--- config.mk ---
export PLATFORM = sky130hd
export DESIGN_NAME = alu_iterative
export DESIGN_NICKNAME = d
export VERILOG_FILES = /design/src/rtl/alu_iterative.sv
export SDC_FILE = /design/constraint.sdc
export NUM_CORES = 1
export LEC_CHECK = 0
export BUFFER_PORTS_ARGS = -buffer_cell sky130_fd_sc_hd__buf_2
export CAP_MARGIN = 30
export CORE_MARGIN = 2
export CORE_UTILIZATION = 65
export CTS_CLUSTER_DIAMETER = 200
export DETAILED_ROUTE_END_ITERATION = 8
export PLACE_DENSITY = 0.9
export SYNTH_ARGS = -nofsm -noshare
export SYNTH_HDL_FRONTEND = slang
export SYNTH_SLANG_ARGS = --single-unit
--- constraint.sdc ---
create_clock -name clk -period 11 [get_ports clk]
set_input_delay 1.1 -clock clk [delete_from_list [all_inputs] [get_ports clk]]
set_output_delay 1.1 -clock clk [all_outputs]
set_load 0.05 [all_outputs]
--- src/rtl/alu_iterative.sv ---
// alu_iterative: RV32I integer execution unit with valid/ready handshakes.
// Single-cycle ops resolve on the acceptance edge; shifts run serially,
// one bit per cycle, through a shared accumulator.
//
// state | meaning
// ------+-----------------------------------------------------------
// IDLE  | ready for a request; in_ready high
// SHIFT | serial shift in progress; cnt holds the remaining bit count
// DONE  | result/zero/illegal held; out_valid high until out_ready
module alu_iterative #(
  parameter int XLEN = 32,
  parameter int SHW  = 5
) (
  input  logic            clk,
  input  logic            reset,
  input  logic            in_valid,
  output logic            in_ready,
  input  logic [3:0]      alucontrol,
  input  logic [XLEN-1:0] a,
  input  logic [XLEN-1:0] b,
  output logic            out_valid,
  input  logic            out_ready,
  output logic [XLEN-1:0] result,
  output logic            zero,
  output logic            illegal
);

  localparam logic [3:0] OP_AND  = 4'b0000;
  localparam logic [3:0] OP_OR   = 4'b0001;
  localparam logic [3:0] OP_ADD  = 4'b0010;
  localparam logic [3:0] OP_XOR  = 4'b0011;
  localparam logic [3:0] OP_SUB  = 4'b0110;
  localparam logic [3:0] OP_SLL  = 4'b1001;
  localparam logic [3:0] OP_SLT  = 4'b1010;
  localparam logic [3:0] OP_SLTU = 4'b1011;
  localparam logic [3:0] OP_SRL  = 4'b1100;
  localparam logic [3:0] OP_SRA  = 4'b1101;

  localparam logic [SHW-1:0] CNT_ZERO = '0;
  localparam logic [SHW-1:0] CNT_ONE  = {{(SHW-1){1'b0}}, 1'b1};

  typedef enum logic [1:0] {IDLE, SHIFT, DONE} state_t;

  state_t          state, state_nxt;
  logic [XLEN-1:0] acc, acc_shf, calc, result_r;
  logic [SHW-1:0]  cnt, amt;
  logic [3:0]      op;
  logic            zero_r, illegal_r;
  logic            legal, is_shift, accept, start_shift;

  assign amt         = b[SHW-1:0];
  assign accept      = in_valid && (state == IDLE);
  assign start_shift = accept && is_shift && (amt != CNT_ZERO);

  assign in_ready  = (state == IDLE);
  assign out_valid = (state == DONE);
  assign result    = result_r;
  assign zero      = zero_r;
  assign illegal   = illegal_r;

  // Single-cycle result from the live inputs; a shift by zero passes a through.
  always_comb begin
    calc     = '0;
    legal    = 1'b1;
    is_shift = 1'b0;
    case (alucontrol)
      OP_AND:  calc = a & b;
      OP_OR:   calc = a | b;
      OP_ADD:  calc = a + b;
      OP_XOR:  calc = a ^ b;
      OP_SUB:  calc = a - b;
      OP_SLT:  calc = {{(XLEN-1){1'b0}}, ($signed(a) < $signed(b))};
      OP_SLTU: calc = {{(XLEN-1){1'b0}}, (a < b)};
      OP_SLL, OP_SRL, OP_SRA: begin
        calc     = a;
        is_shift = 1'b1;
      end
      default: legal = 1'b0;
    endcase
  end

  // One-bit step of the serial shifter, selected by the latched op.
  always_comb begin
    acc_shf = acc;
    case (op)
      OP_SLL:  acc_shf = {acc[XLEN-2:0], 1'b0};
      OP_SRL:  acc_shf = {1'b0, acc[XLEN-1:1]};
      OP_SRA:  acc_shf = {acc[XLEN-1], acc[XLEN-1:1]};
      default: acc_shf = acc;
    endcase
  end

  // Next-state logic.
  always_comb begin
    state_nxt = state;
    case (state)
      IDLE:    if (accept) state_nxt = start_shift ? SHIFT : DONE;
      SHIFT:   if (cnt == CNT_ONE) state_nxt = DONE;
      DONE:    if (out_ready) state_nxt = IDLE;
      default: state_nxt = IDLE;
    endcase
  end

  // State register.
  always_ff @(posedge clk) begin
    if (reset) state <= IDLE;
    else       state <= state_nxt;
  end

  // Datapath: latch on acceptance, step the shifter, register the result.
  always_ff @(posedge clk) begin
    if (reset) begin
      acc       <= '0;
      cnt       <= '0;
      op        <= '0;
      result_r  <= '0;
      zero_r    <= 1'b0;
      illegal_r <= 1'b0;
    end else if (accept) begin
      op <= alucontrol;
      if (start_shift) begin
        acc <= a;
        cnt <= amt;
      end else begin
        result_r  <= calc;
        zero_r    <= (calc == '0);
        illegal_r <= ~legal;
      end
    end else if (state == SHIFT) begin
      acc <= acc_shf;
      cnt <= cnt - CNT_ONE;
      if (cnt == CNT_ONE) begin
        result_r  <= acc_shf;
        zero_r    <= (acc_shf == '0);
        illegal_r <= 1'b0;
      end
    end
  end

endmodule

==> tab_implementation.tex <==
\begin{tabular}{lr}
\hline
Metric & Value \\
\hline
\multicolumn{2}{l}{\textbf{Run status}} \\
\quad Status & finished clean \\
\multicolumn{2}{l}{\textbf{Timing}} \\
\quad Clock skew & between 0.01 and 0.015 ns \\
\quad Setup repair after global routing missed its margin & false \\
\quad Headroom to the max-slew limit & between 30\% and 40\% \\
\quad Final setup vio count & 0 \\
\quad Worst Slack Setup Final & 5.78 ns \\
\quad Count of pins over their slew limit & 0 \\
\quad Final critical-path share of the clock period & between 40\% and 50\% \\
\quad Max Freq & 0.191 GHz \\
\quad Min Tclk post-route & 5.22 ns \\
\quad Actual transition at the worst max-transition pin & between 0.9 and 1 ns \\
\quad Tightest hold margin & 0.449 ns \\
\quad Summed negative setup slack over all endpoints & 0 ns \\
\quad Hold violation count in the final report & 0 \\
\multicolumn{2}{l}{\textbf{Drt}} \\
\quad DR WL/cell & 21.9 µm \\
\quad Remaining design rule violation count & 0 \\
\quad Violation count after the first detailed-route iteration & 1948 \\
\quad First-pass iteration count of the detailed router & 7 \\
\quad Total via count after detailed routing & 11700 \\
\quad Routed Wire Length & roughly 36 mm \\
\quad Antenna Nets Post-Route & 0 \\
\quad Via-to-Cell Ratio & 7.11 \\
\multicolumn{2}{l}{\textbf{Synthesis}} \\
\quad Post-synth top area cell & sky130\_fd\_sc\_hd\_\_dfxtp\_1 \\
\quad Post-synth EDFFs & 0 \\
\quad Proportion of netlist area held by the largest area contributor & 15.8\% \\
\quad Distinct cell type count after synthesis & 89 \\
\quad Biggest area contributors in the synthesized netlist & sky130\_fd\_sc\_hd\_\_dfxtp\_1 (16\%), sky130\_fd\_sc\_hd\_\_ha\_1 (13\%), sky130\_fd\_sc\_hd\_\_a21oi\_1 (9.1\%), sky130\_fd\_sc\_hd\_\_nand2\_1 (7.0\%), sky130\_fd\_sc\_hd\_\_o211ai\_1 (4.8\%) \\
\quad Share of synthesized area occupied by flip-flops and latches & roughly 16\% \\
\quad Synth Flop Type & sky130\_fd\_sc\_hd\_\_dfxtp\_1 \\
\quad Dominant cell by count in the synthesized netlist & sky130\_fd\_sc\_hd\_\_nand2\_1 \\
\quad List of most frequent post-synthesis cells & sky130\_fd\_sc\_hd\_\_nand2\_1 (181), sky130\_fd\_sc\_hd\_\_a21oi\_1 (178), sky130\_fd\_sc\_hd\_\_inv\_1 (104) \\
\quad Syn Inst Count & 1422 \\
\quad Net count after synthesis & 1597 \\
\quad Warnings from Yosys & 0 \\
\quad Mean instance size in the synthesized netlist & 6.86 µm² \\
\quad Post-synthesis instance area & 0.00975 mm² \\
\quad Share of flip-flops with an asynchronous set or reset after synthesis & 0\% \\
\quad Total of flip-flops plus latches after synthesis & 77 \\
\multicolumn{2}{l}{\textbf{Floorplanning}} \\
\quad \# IOs & between 100 and 150 \\
\quad Initial core utilization & 66.9\% \\
\quad Chip width & 127 µm \\
\quad Site Rows & 44 \\
\quad DIE AREA & 0.0160 mm² \\
\quad Std-Cell Core Area & $\sim$0.015 mm² \\
\quad Die span in y & 127 µm \\
\multicolumn{2}{l}{\textbf{Min path}} \\
\quad Worst min-delay path class & reg2reg \\
\multicolumn{2}{l}{\textbf{Placed design}} \\
\quad Placer Congestion & 1.10 \\
\quad Placed insts & 1626 \\
\quad Pre-CTS setup slack & 5.63 ns \\
\quad HPWL Detailed & 26.3 mm \\
\quad Number of input and output port buffers inserted & 107 \\
\multicolumn{2}{l}{\textbf{Worst setup path}} \\
\quad Peak fanout along the critical path & 45 \\
\quad Critical path type & in2reg \\
\quad CP peak stage delay & 0.58 ns \\
\quad WP data required & 11.25 ns \\
\quad Critical path endpoint category & flip-flop \\
\quad Family with the most delay on the worst path & simple AND/OR/NAND/NOR gates \\
\quad Ordered list of cells on the worst path & buf\_2 -> buf\_4 -> clkinv\_1 -> nand3\_1 -> nor2\_1 -> a211o\_1 -> a222oi\_1 -> o2111ai\_1 -> or4\_1 -> nor4b\_2 -> or4b\_1 -> o41ai\_2 \\
\quad Critical path buffers and inverters & 3 \\
\quad Cell with the largest stage delay on the worst path & sky130\_fd\_sc\_hd\_\_or4\_1 \\
\quad Type of element launching the critical path & input port \\
\quad Crit path arrival time & about 5.5 ns \\
\multicolumn{2}{l}{\textbf{Cells and area}} \\
\quad Non-Filler Instances & between 1500 and 2000 \\
\quad Post-synthesis to final-layout area growth & 7.98\% \\
\quad Total of fill cells in the finished design & approximately 1200 \\
\quad Fraction of final layout cells sized beyond drive strength 1 & 11.9\% \\
\quad Antenna cells & 0 \\
\quad Post-layout net count & 1628 \\
\multicolumn{2}{l}{\textbf{GRT}} \\
\quad Maximum number of pins on one net before global-route repair & between 80 and 90 \\
\quad First-pass GRT wire length & 55.0 mm \\
\quad Total overflow reported by the global router & 0 \\
\quad Vias in the first global route & 10200 \\
\quad Overall global routing resource usage & between 40 and 50\% \\
\quad Antenna violations before repair & 0 \\
\multicolumn{2}{l}{\textbf{Pwr}} \\
\quad Max IR drop VDD & between 0.07 and 0.08 mV \\
\quad Total power & 1.08 mW \\
\quad LEAKAGE & 4.58 nW \\
\quad Power per cell area & between 100 and 150 mW/mm² \\
\multicolumn{2}{l}{\textbf{Clock tree}} \\
\quad TritonCTS clock tree & done \\
\quad Post-CTS Setup Repair Bufs & 0 \\
\quad Reg clk slew, reported paths & 0.06 ns \\
\quad Max Buffers Root-to-Sink & 2 \\
\quad Root Buffer & sky130\_fd\_sc\_hd\_\_clkbuf\_16 \\
\quad Cts-stage hold buffer count & 0 \\
\quad Clock latency at the later pin of the worst-skew pair & 0.34 ns \\
\quad CTS Buf Count & 9 \\
\quad Resize count post-CTS & 0 \\
\quad CTS H-Tree Depth & 3 \\
\quad Sink Count & 77 \\
\multicolumn{2}{l}{\textbf{Run}} \\
\quad Max-capacitance violation count & 0 \\
\hline
\end{tabular}
cells in the final DEF (no fill, tap or decap), types with 18 or more instances in the layout:
cell	Yosys	layout
sky130_fd_sc_hd__a211oi_1	22	22
sky130_fd_sc_hd__a21oi_1	178	177
sky130_fd_sc_hd__a22o_1	24	24
sky130_fd_sc_hd__a22oi_1	25	25
sky130_fd_sc_hd__buf_2	17	107
sky130_fd_sc_hd__buf_4	4	18
sky130_fd_sc_hd__dfxtp_1	77	77
sky130_fd_sc_hd__ha_1	101	101
sky130_fd_sc_hd__inv_1	104	104
sky130_fd_sc_hd__nand2_1	181	180
sky130_fd_sc_hd__nand3_1	41	41
sky130_fd_sc_hd__nor2_1	98	95
sky130_fd_sc_hd__nor3_1	28	28
sky130_fd_sc_hd__o211ai_1	63	63
sky130_fd_sc_hd__o21ai_0	62	62
path summary, 6_finish.rpt:
check | depth (start not counted) | endpoint | startpoint | slack [ns]
worst min-delay path | 2 | result[13]$_SDFFE_PP0P_ | result[13]$_SDFFE_PP0P_ | 0.45
worst min register to register | 2 | result[13]$_SDFFE_PP0P_ | result[13]$_SDFFE_PP0P_ | 0.45
worst max-delay path | 12 | zero$_SDFFE_PP0P_ | alucontrol[0] | 5.78
worst max register to register | 12 | zero$_SDFFE_PP0P_ | state[1]$_SDFFE_PP0P_ | 6.82
final cells by class:
cell class                 instances  area, µm²  share of cell area [%]
multi-input combinational       1133       7390                    70.1
sequential                        77       1540                    14.6
timing repair buffer             125        671                    6.37
inverter                         107        402                    3.81
clock buffer                      12        256                    2.44
tap                              184        230                    2.19
clock inverter                     3       45.0                   0.428
worst min-delay path, stage by stage (launching register included):
cell and delay, ns:
sky130_fd_sc_hd__dfxtp_1 0.31, sky130_fd_sc_hd__nand2_1 0.05, sky130_fd_sc_hd__a21oi_1 0.05
per-stage QoR:
step	cell area, µm²	utilization [%]
final	10500	72.2
after global routing	10500	72.2
after CTS	10500	72.2
after detailed placement	10200	70.1
after global placement	10200	70.1
after floorplan	9750	-
cell families (layout without fill, tap and decap cells):
logic type,count (synthesis),after routing,synth area share [%]
multiplexers,15,15,1.55
XOR/XNOR,7,7,0.629
adder cells (fa/ha/maj),103,103,13.4
AND/OR/NAND/NOR,478,478,23.6
AO/OA/AOI/OAI,530,530,36.3
flip-flops,77,77,15.8
buffers and inverters,212,247,8.76
registers in the layout, summed over array words and instances, names as in the netlist:
signal   count
cnt          5
illegal      1
zero         1
result      32
state        2
acc         32
op           4
per-layer routing:
metal | GRT usage, % | routed length (µm)
met3 | 9.36 | 5380
met5 | 0 | 0
met2 | 65.1 | 15500
met1 | 58.8 | 13800
met4 | 16.1 | 1290
power breakdown:
part / leakage (nW) / internal, mW / switching [mW]
registers: 0.626 / 0.294 / 0.0120
clock network: 0.141 / 0.187 / 0.114
logic: 3.81 / 0.146 / 0.323
total: 4.58 / 0.627 / 0.450
Note: power is estimated with default switching activity, not from simulation.
